==> config.mk <==
export PLATFORM = sky130hd
export DESIGN_NAME = krnl_acc_ap_sequencer
export DESIGN_NICKNAME = d
export VERILOG_FILES = /design/src/rtl/krnl_acc_pkg.sv /design/src/rtl/krnl_acc_burst_gen.sv /design/src/rtl/krnl_acc_ap_sequencer.sv
export SDC_FILE = /design/constraint.sdc
export NUM_CORES = 1
export LEC_CHECK = 0
export ABC_AREA = 0
export BUFFER_PORTS_ARGS = -buffer_cell sky130_fd_sc_hd__buf_2
export CAP_MARGIN = 5
export CORE_MARGIN = 5
export CORE_UTILIZATION = 54
export DETAILED_ROUTE_END_ITERATION = 7
export PLACE_DENSITY = 0.8
export SLEW_MARGIN = 15
export SYNTH_ARGS = -nofsm -noshare
export SYNTH_HDL_FRONTEND = slang
export SYNTH_SLANG_ARGS = --single-unit
==> constraint.sdc <==
create_clock -name ACLK -period 21.8 [get_ports ACLK]
set_input_delay 2.18 -clock ACLK [delete_from_list [all_inputs] [get_ports ACLK]]
set_output_delay 2.18 -clock ACLK [all_outputs]
set_load 0.02 [all_outputs]
==> src/rtl/krnl_acc_pkg.sv <==
// Shared constants for the kernel accelerator control path: FSM encodings
// and default burst geometry used by the ap_ctrl_chain sequencer.
package krnl_acc_pkg;

  localparam int DEF_BYTES_PER_WORD = 16;
  localparam int DEF_MAX_BURST      = 64;
  localparam int DEF_LEN_W          = 9;
  localparam int OUTST_W            = 24;

  localparam logic [1:0] S_IDLE  = 2'd0;
  localparam logic [1:0] S_ISSUE = 2'd1;
  localparam logic [1:0] S_DRAIN = 2'd2;
  localparam logic [1:0] S_DONE  = 2'd3;

endpackage

==> src/rtl/krnl_acc_burst_gen.sv <==
// Splits a word count into MAX_BURST-sized commands on a valid/ready channel;
// the final command carries the remainder.
module krnl_acc_burst_gen
  import krnl_acc_pkg::*;
#(
  parameter int BPW  = DEF_BYTES_PER_WORD,
  parameter int MAXB = DEF_MAX_BURST,
  parameter int LW   = DEF_LEN_W
) (
  input  logic          clk,
  input  logic          rst,
  input  logic          load,
  input  logic [63:0]   base,
  input  logic [31:0]   words,
  output logic          cmd_valid,
  input  logic          cmd_ready,
  output logic [63:0]   cmd_addr,
  output logic [LW-1:0] cmd_len,
  output logic          empty
);

  localparam logic [LW-1:0] MAX_LEN = LW'(MAXB);

  logic [31:0] left_q, left_d;
  logic [63:0] addr_q, addr_d;
  logic        hs;

  assign empty     = (left_q == '0);
  assign cmd_valid = !empty;
  assign cmd_addr  = addr_q;
  assign cmd_len   = (left_q >= 32'(MAXB)) ? MAX_LEN : left_q[LW-1:0];
  assign hs        = cmd_valid && cmd_ready;

  // Registers only move on a handshake, so a stalled command stays stable.
  always_comb begin
    left_d = left_q;
    addr_d = addr_q;
    if (load) begin
      left_d = words;
      addr_d = base;
    end else if (hs) begin
      left_d = left_q - 32'(cmd_len);
      addr_d = addr_q + (64'(cmd_len) * 64'(BPW));
    end
  end

  always_ff @(posedge clk or posedge rst) begin
    if (rst) begin
      left_q <= '0;
      addr_q <= '0;
    end else begin
      left_q <= left_d;
      addr_q <= addr_d;
    end
  end

endmodule

==> src/rtl/krnl_acc_ap_sequencer.sv <==
// ap_ctrl_chain sequencer: latches job arguments, drives read/write burst
// command generators and tracks outstanding write bursts until the job drains.
module krnl_acc_ap_sequencer
  import krnl_acc_pkg::*;
#(
  parameter int BYTES_PER_WORD = DEF_BYTES_PER_WORD,
  parameter int MAX_BURST      = DEF_MAX_BURST,
  parameter int LEN_W          = DEF_LEN_W
) (
  input  logic             ACLK,
  input  logic             ARESET,
  input  logic             ap_start,
  input  logic             ap_continue,
  output logic             ap_ready,
  output logic             ap_done,
  output logic             ap_idle,
  input  logic [63:0]      src_addr,
  input  logic [63:0]      dest_addr,
  input  logic [31:0]      words_num,
  input  logic             mode,
  input  logic             cbc_mode,
  input  logic [31:0]      iv_w3,
  input  logic [31:0]      iv_w2,
  input  logic [31:0]      iv_w1,
  input  logic [31:0]      iv_w0,
  output logic             core_start,
  output logic             core_mode,
  output logic             core_cbc_mode,
  output logic [127:0]     core_iv,
  output logic             rd_cmd_valid,
  input  logic             rd_cmd_ready,
  output logic [63:0]      rd_cmd_addr,
  output logic [LEN_W-1:0] rd_cmd_len,
  output logic             wr_cmd_valid,
  input  logic             wr_cmd_ready,
  output logic [63:0]      wr_cmd_addr,
  output logic [LEN_W-1:0] wr_cmd_len,
  input  logic             wr_burst_done
);

  logic [1:0]         state_q, state_d;
  logic               start_q;
  logic [63:0]        src_q, dest_q;
  logic [31:0]        words_q;
  logic               mode_q, cbc_q;
  logic [127:0]       iv_q;
  logic [OUTST_W-1:0] outst_q, outst_d;
  logic               take, wr_hs, rd_empty, wr_empty;

  assign take          = (state_q == S_IDLE) && ap_start;
  assign wr_hs         = wr_cmd_valid && wr_cmd_ready;
  assign ap_idle       = (state_q == S_IDLE);
  assign ap_done       = (state_q == S_DONE);
  assign ap_ready      = start_q;
  assign core_start    = start_q;
  assign core_mode     = mode_q;
  assign core_cbc_mode = cbc_q;
  assign core_iv       = iv_q;

  // Generators load from the latched arguments one cycle after acceptance,
  // so ISSUE must not read their empty flags during that load cycle.
  always_comb begin
    state_d = state_q;
    case (state_q)
      S_IDLE:  if (take) state_d = (words_num == '0) ? S_DONE : S_ISSUE;
      S_ISSUE: if (!start_q && rd_empty && wr_empty) state_d = S_DRAIN;
      S_DRAIN: if (outst_q == '0) state_d = S_DONE;
      S_DONE:  if (ap_continue) state_d = S_IDLE;
      default: state_d = S_IDLE;
    endcase
  end

  always_comb begin
    outst_d = outst_q;
    if (take) outst_d = '0;
    else if (wr_hs && !wr_burst_done) outst_d = outst_q + 1'b1;
    else if (!wr_hs && wr_burst_done && (outst_q != '0)) outst_d = outst_q - 1'b1;
  end

  always_ff @(posedge ACLK or posedge ARESET) begin
    if (ARESET) begin
      state_q <= S_IDLE;
      start_q <= 1'b0;
      src_q   <= '0;
      dest_q  <= '0;
      words_q <= '0;
      mode_q  <= 1'b0;
      cbc_q   <= 1'b0;
      iv_q    <= '0;
      outst_q <= '0;
    end else begin
      state_q <= state_d;
      start_q <= take;
      outst_q <= outst_d;
      if (take) begin
        src_q   <= src_addr;
        dest_q  <= dest_addr;
        words_q <= words_num;
        mode_q  <= mode;
        cbc_q   <= cbc_mode;
        iv_q    <= {iv_w3, iv_w2, iv_w1, iv_w0};
      end
    end
  end

  krnl_acc_burst_gen #(.BPW(BYTES_PER_WORD), .MAXB(MAX_BURST), .LW(LEN_W)) u_rd_gen (
    .clk       (ACLK),
    .rst       (ARESET),
    .load      (start_q),
    .base      (src_q),
    .words     (words_q),
    .cmd_valid (rd_cmd_valid),
    .cmd_ready (rd_cmd_ready),
    .cmd_addr  (rd_cmd_addr),
    .cmd_len   (rd_cmd_len),
    .empty     (rd_empty)
  );

  krnl_acc_burst_gen #(.BPW(BYTES_PER_WORD), .MAXB(MAX_BURST), .LW(LEN_W)) u_wr_gen (
    .clk       (ACLK),
    .rst       (ARESET),
    .load      (start_q),
    .base      (dest_q),
    .words     (words_q),
    .cmd_valid (wr_cmd_valid),
    .cmd_ready (wr_cmd_ready),
    .cmd_addr  (wr_cmd_addr),
    .cmd_len   (wr_cmd_len),
    .empty     (wr_empty)
  );

endmodule

==> out/metrics.yaml, run 1 <==
cts:
  clkSlewWorstSetupHoldPaths_ps: 60
  clock_path_buffers: 3
  cts_resized: 0
  clock_tree.htree_level_count: 2
  cts-hold-fix-buffers: 0
  postCtsSetupRepairBufs: 0
  clockRootBuffer: "sky130_fd_sc_hd__clkbuf_16"
  tritoncts: "built"
  numCtsBuffers: 53
  clock_latency_ps: 620
  cts_num_sinks: 509
global_route:
  overall_global_routing_usage_pct: 30.9
  grt_antenna_before_repair: 13
  busiest_layer: "met2"
  grt_start_max_net_pins: 107
  grtUsageMet2_pct: 53.6
  grt_util_met3_pct: 6.88
  grt_pass1_wl_mm: 125
  met1_global_route_usage_pct: 38.2
  grt_pass1_vias: 22700
  grt_overflow_total: 0
yosys:
  synth_area_per_cell_sq_um: 8.83
  ys_seq_area_share_pct: 51.7
  synth-edff-count: 0
  ys_async_sr_fraction_pct: 100
  post-synth-top-area-fraction_pct: 51.7
  synth_seq_cells: 509
  synthesis.area_sq_um: 24600
  synth_area_leaders: "sky130_fd_sc_hd__dfrtp_1 52%, sky130_fd_sc_hd__nand2_1 16%, sky130_fd_sc_hd__o21ai_0 2.6%"
  synthesis.instances: 2788
  synth.largest_area_cell: "sky130_fd_sc_hd__dfrtp_1"
  synth.distinct_cells: 81
  yosys_most_used_dff: "sky130_fd_sc_hd__dfrtp_1"
  synth-warning-count: 0
routing:
  drt_first_iter_violations: 2102
  detail-route-antenna-nets: 0
  totalWireLength_mm: 79.1
  residual_drc: 0
  total_vias_in_the_final_route: 22400
  drt-wirelength-per-cell_um: 20.0
  detail_route.vias_per_cell: 5.67
  firstDrtPassIters: 7
setup_path:
  worstReg2RegStart: "u_rd_gen.left_q[7]$_DFFE_PP0N_"
  worst-r2r-cell-count: 14
  critical_path_arrival_ps: 3770
  minimum_setup_slack_among_reg_to_reg_paths_ps: 16010
  critPathSlowestCell: "sky130_fd_sc_hd__nor4b_2"
  crit_type: "reg -> out"
  timing.critical_path.required_ps: 19620
  worst_path_largest_cell_delay_ps: 710
  crit_fanout: 11
  endpoint_class_of_the_critical_path: "output port"
  regToRegEndpoint: "u_rd_gen.cmd_addr[56]$_DFFE_PP0N_"
  cp_cell_sequence: "or3_4 > or4_4 > nor4b_2 > and2_1 > nand2_1 > inv_1 > buf_2"
  worst_setup_path_start_kind: "flop"
finish:
  final-seq-area_sq_um: 12700
  flow.area_growth_from_synthesis_pct: 20.9
  area_of_the_multi_input_gates_sq_um: 11200
  most_frequent_cells_in_the_layout: "1074 x sky130_fd_sc_hd__nand2_1, 574 x sky130_fd_sc_hd__buf_2, 508 x sky130_fd_sc_hd__dfrtp_1"
  fin_nets: 3654
  layout.cells.most_common: "sky130_fd_sc_hd__nand2_1"
  fillCellCount: 3731
  share_of_final_layout_standard_cells_stronger_than_drive_strength_1_pct: 22.9
placement:
  post-place-ws_ps: 16050
  hpwlAfterDp_mm: 57.7
  place_congestion: 0.930
  portBuffers: 574
timing:
  slew_headroom_pct: 25.6
  final.setup_skew_ps: 28.9
  final.period_utilization_pct: 27.3
  layout_setup_ws_ps: 15850
  setup_viol: 0
  hold_viol: 0
  rsz0062_at_grt: "false"
  maxClockFrequency_ghz: 0.168
  worst_pin_slew_ps: 1120
  period_minus_slack_ps: 5950
  timing_max_transition_violations_final: 0
  tns_ps: 0
die:
  fp.dieArea_sq_um: 50000
  row_count: 78
  ioPinCount: 579
  core_area_sq_um: 45300
  initial_core_util_pct: 54.4
  fp.dieH_um: 224
  die_x_um: 224
hold_path:
  worst_hold_path.endpoint: "core_iv[126]$_DFFE_PP0P_"
  timing.hold.worst.class: "reg -> reg"
  worstHoldStart: "core_iv[126]$_DFFE_PP0P_"
  hold-path-cell-count: 2
power_and_ir_drop:
  power_per_cell_area_nw_per_um2: 122
  ir_worst_vdd_mv: 0.0733
  total_leakage_power_uw: 0.0155
outcome:
  outcome: "finished clean"
flow_run:
  max-cap-violations: 0
==> power breakdown <==
group	switching [uW]	total, uW	internal (uW)
combinational	784	1250	465
clock	403	957	554
sequential	237	1430	1190
total	1420	3630	2210
==> worst max-delay path, delay by kind of cell (launching register included) <==
family,cells,cell delay (ps)
AND/OR/NAND/NOR,5,2370
flip-flops,1,430
buffers and inverters,2,350
==> state kept, by name, summed over array words and instances (netlist names), 2 cells and up <==
register	count
src_q	64
core_iv	128
u_wr_gen.cmd_addr	64
u_wr_gen.left_q	32
u_rd_gen.left_q	32
outst_q	24
u_rd_gen.cmd_addr	64
words_q	32
state_q	2
dest_q	64
==> final cells by class <==
| class | instances | area share, % |
|---|---|---|
| clock inverter | 32 | 1.29 |
| timing repair buffer | 596 | 10.2 |
| sequential | 509 | 42.8 |
| multi-input combinational | 2104 | 37.7 |
| inverter | 44 | 0.609 |
| antenna | 8 | 0.0672 |
| tap | 600 | 2.52 |
| clock buffer | 66 | 4.82 |
==> kinds of logic after synthesis <==
kind of cell               after synthesis  share of synthesized area, %
xor gates and xnor gates               138                          4.91
adders and majority gates               49                          2.58
and+or+nand+nor                       1494                          25.9
muxes                                   52                          2.34
DFF                                    509                          51.7
other                                    2                        0.0305
buffers and inverters                  183                          2.96
AOI/OAI and AO/OA                      361                          9.61
==> through the flow <==
step                      total power, uW  utilization [%]  cell area [sq um]  cells  hold WS [ps]
after global placement               2610             61.7              27900   3853           451
after detailed placement             2670             61.7              27900   3853           456
after CTS                            3630             65.7              29800   3951           474
after floorplan                      2220                -              24700   2796           438
after global routing                 3840             65.7              29800   3958           489
final                                3630             65.8              29800   3959           473
==> how the worst max path moves through the flow <==
stage,from,endpoint
finish,u_rd_gen.left_q[7]$_DFFE_PP0N_,rd_cmd_len[1]
global route,u_rd_gen.left_q[16]$_DFFE_PP0N_,u_rd_gen.cmd_addr[40]$_DFFE_PP0N_
CTS,u_rd_gen.left_q[7]$_DFFE_PP0N_,rd_cmd_len[1]
detailed placement,wr_cmd_ready,outst_q[13]$_DFFE_PP0P_
global placement,u_rd_gen.left_q[7]$_DFFE_PP0N_,u_rd_gen.cmd_addr[56]$_DFFE_PP0N_
floorplan,ARESET,ap_ready$_DFF_PP0_
==> cells in the mapped netlist, types with 9 or more instances <==
| cell | count |
|---|---|
| sky130_fd_sc_hd__nand2_1 | 1075 |
| sky130_fd_sc_hd__dfrtp_1 | 509 |
| sky130_fd_sc_hd__o21ai_0 | 130 |
| sky130_fd_sc_hd__clkbuf_1 | 120 |
| sky130_fd_sc_hd__nor2_1 | 104 |
| sky130_fd_sc_hd__xnor2_1 | 70 |
| sky130_fd_sc_hd__xor2_1 | 68 |
| sky130_fd_sc_hd__nand3_1 | 61 |
| sky130_fd_sc_hd__a21oi_1 | 57 |
| sky130_fd_sc_hd__nor3_1 | 54 |
| sky130_fd_sc_hd__ha_1 | 46 |
| sky130_fd_sc_hd__mux2_2 | 44 |
| sky130_fd_sc_hd__inv_1 | 43 |
| sky130_fd_sc_hd__and3_1 | 30 |
| sky130_fd_sc_hd__nand4_1 | 30 |
| sky130_fd_sc_hd__nor4_1 | 30 |
| sky130_fd_sc_hd__or3_1 | 25 |
| sky130_fd_sc_hd__o31ai_1 | 22 |
| sky130_fd_sc_hd__a21o_1 | 20 |
| sky130_fd_sc_hd__a31oi_1 | 17 |
| sky130_fd_sc_hd__nor2b_1 | 15 |
| sky130_fd_sc_hd__or4_1 | 15 |
| sky130_fd_sc_hd__o311ai_0 | 14 |
| sky130_fd_sc_hd__and2_1 | 11 |
| sky130_fd_sc_hd__o211ai_1 | 11 |
| sky130_fd_sc_hd__a22o_1 | 10 |
| sky130_fd_sc_hd__o21a_1 | 9 |
==> per-layer routing <==
layer,wire [um],up-vias
li1,-,10400
met1,30000,10900
met2,39700,953
met3,6010,198
met4,3440,4
met5,25,-
(Power assumes the default switching activity.)
==> run 2: changes to the inputs <==
Clock period 21.8 ns to 6 ns, I/O delays scaled along.
==> run 2 against run 1 <==
Non-clock buffer count is 3 higher; combinational power grew to 3.6 times the previous value; hold slack worse by 290 ps; final area up 0.32%; via count shrank 0.49%; sequential power rose to 3.6 times the previous value.
==> out/metrics.yaml, run 2 (synthesized netlist as in run 1, its figures left out) <==
finish:
  stdcell_count: 3958
  flow.area_growth_from_synthesis_pct: 21.3
  fillCellCount: 3687
  layout.cells.most_common: "sky130_fd_sc_hd__nand2_1"
  fin_nets: 3658
  largest_register_ff_count: 128
  share_of_final_layout_standard_cells_stronger_than_drive_strength_1_pct: 22.8
  most_frequent_cells_in_the_layout: "1074 x sky130_fd_sc_hd__nand2_1, 574 x sky130_fd_sc_hd__buf_2, 508 x sky130_fd_sc_hd__dfrtp_1"
cts:
  clock_path_buffers: 3
  clockRootBuffer: "sky130_fd_sc_hd__clkbuf_16"
  tritoncts: "built"
  cts_num_sinks: 509
  clkSlewWorstSetupHoldPaths_ps: 60
  numCtsBuffers: 54
  clock_latency_ps: 600
  cts_resized: 0
  clock_tree.htree_level_count: 2
die:
  core_area_sq_um: 45300
  ioPinCount: 579
  fp.dieH_um: 224
  fp.dieArea_sq_um: 50000
  die_x_um: 224
  row_count: 78
  initial_core_util_pct: 54.4
timing:
  setup_viol: 0
  rsz0062_at_grt: "false"
  worst_hold_slack_ps: 187
  final.period_utilization_pct: 87.3
  timing_max_transition_violations_final: 0
  worst_pin_slew_ps: 1010
  hold_viol: 0
  period_minus_slack_ps: 5240
  maxClockFrequency_ghz: 0.191
  slew_headroom_pct: 33.0
  final.setup_skew_ps: 16.0
setup_path:
  cp_cell_sequence: "or3_4 > or4_4 > nor4b_2 > buf_4 > and2_1 > nand2_1 > inv_1 > ha_1 > a21o_1 > a21oi_1 > o21ai_0 > a41o_1 > a21o_1 > nand4_1 > or4_1 > a31oi_1"
  critPathSlowestCell: "sky130_fd_sc_hd__a21o_1"
  crit_buf_inv: 2
  crit_type: "reg -> reg"
  worst_path_largest_cell_delay_ps: 630
  worst_setup_path_start_kind: "flop"
  timing.critical_path.required_ps: 6500
  endpoint_class_of_the_critical_path: "flop"
  critPathTopFamily: "simple AND/OR/NAND/NOR gates"
  crit_fanout: 22
  critical_path_arrival_ps: 5740
  cpMostUsedCell: "sky130_fd_sc_hd__a21o_1"
global_route:
  grt_start_max_net_pins: 157
  overall_global_routing_usage_pct: 30.3
  grt_pass1_wl_mm: 123
  grt_overflow_total: 0
  grt_antenna_before_repair: 13
  grt_pass1_vias: 22100
placement:
  hpwlAfterDp_mm: 57.0
  place_congestion: 0.920
  portBuffers: 574
  post-place-cells: 3855
routing:
  total_vias_in_the_final_route: 22300
  detail-route-antenna-nets: 0
  drt-wirelength-per-cell_um: 19.7
  residual_drc: 0
  drt_first_iter_violations: 1864
  firstDrtPassIters: 5
  totalWireLength_mm: 78.2
  detail_route.vias_per_cell: 5.64
power_and_ir_drop:
  ir_worst_vdd_mv: 0.378
  total_leakage_power_uw: 0.0155
  power_per_cell_area_nw_per_um2: 442
outcome:
  outcome: "finished clean"
hold_path:
  timing.hold.worst.class: "in -> reg"
flow_run:
  max-cap-violations: 0
-- run 2: changes by cell type in the layout (fill, tap and decap cells not counted), sizes merged --
cell / before / now
buf: 596 / 598
diode: 8 / 7
bufinv: 7 / 5
clkinv: 16 / 10
dlygate4sd3: 0 / 1
clkinvlp: 5 / 4
clkbuf: 66 / 77
inv: 48 / 43
-- run 2: area by class of cell --
class / count / area [sq um] / area share [%]
clock inverters: 18 / 230 / 0.771
diodes: 7 / 17.5 / 0.0586
well taps: 600 / 751 / 2.51
multi-input cells: 2104 / 11200 / 37.6
inverters: 44 / 178 / 0.595
clock buffers: 77 / 1620 / 5.43
flip-flops and latches: 509 / 12700 / 42.7
repair buffers: 599 / 3100 / 10.4
-- run 2: final timing paths --
path / start / endpoint / slack, ps / depth (start not counted)
max: u_rd_gen.left_q[7]$_DFFE_PP0N_ / u_rd_gen.cmd_addr[55]$_DFFE_PP0N_ / 760 / 16
max reg2reg: u_rd_gen.left_q[7]$_DFFE_PP0N_ / u_rd_gen.cmd_addr[55]$_DFFE_PP0N_ / 760 / 16
min: src_addr[19] / src_q[19]$_DFFE_PP0P_ / 190 / 3
min reg2reg: dest_q[1]$_DFFE_PP0P_ / dest_q[1]$_DFFE_PP0P_ / 470 / 2
min in group asynchronous: ARESET / core_iv[82]$_DFFE_PP0P_ / 570 / 3
max in group asynchronous: ARESET / core_iv[1]$_DFFE_PP0P_ / 4230 / 4
-- run 2: through the flow --
| step | setup TNS [ps] | utilization [%] | area, sq um | setup slack [ps] | total power, uW |
|---|---|---|---|---|---|
| 2_1_floorplan | -768780 | - | 24700 | -1510 | 8060 |
| 6_report | 0 | 66.0 | 29900 | 763 | 13200 |
| 3_3_place_gp | 0 | 61.8 | 28000 | 990 | 9480 |
| 3_5_place_dp | 0 | 61.8 | 28000 | 843 | 9670 |
| 5_1_grt | 0 | 66.0 | 29900 | 336 | 13900 |
| 4_1_cts | 0 | 65.9 | 29800 | 835 | 13200 |
-- run 2: what timing repair did --
action,CTS,global route
hold endpoints to repair,10,0
hold buffers,1,0
setup buffers,0,0
-- run 2: per-layer routing --
layer | part of all wire [%] | track usage [%] | up-vias
met5 | 0.035 | 0 | -
met4 | 4.8 | 13.3 | 4
met3 | 7.2 | 5.67 | 195
met2 | 50 | 51.9 | 988
met1 | 38 | 37.8 | 10800
li1 | - | - | 10400
-- run 2: power breakdown --
part	total, uW	leakage, uW	switching, uW	internal [uW]
Combinational	4530	0.00811	2840	1690
Clock	3480	0.000909	1390	2080
Sequential	5190	0.00650	857	4330
-- run 2: worst register-to-register path, delay by kind of cell (launching register included) --
kind / cells / cell delay [ps]
AOI/OAI and AO/OA: 6 / 1540
adders and majority gates: 1 / 130
buffers and inverters: 2 / 320
DFF: 1 / 420
and+or+nand+nor: 7 / 2740
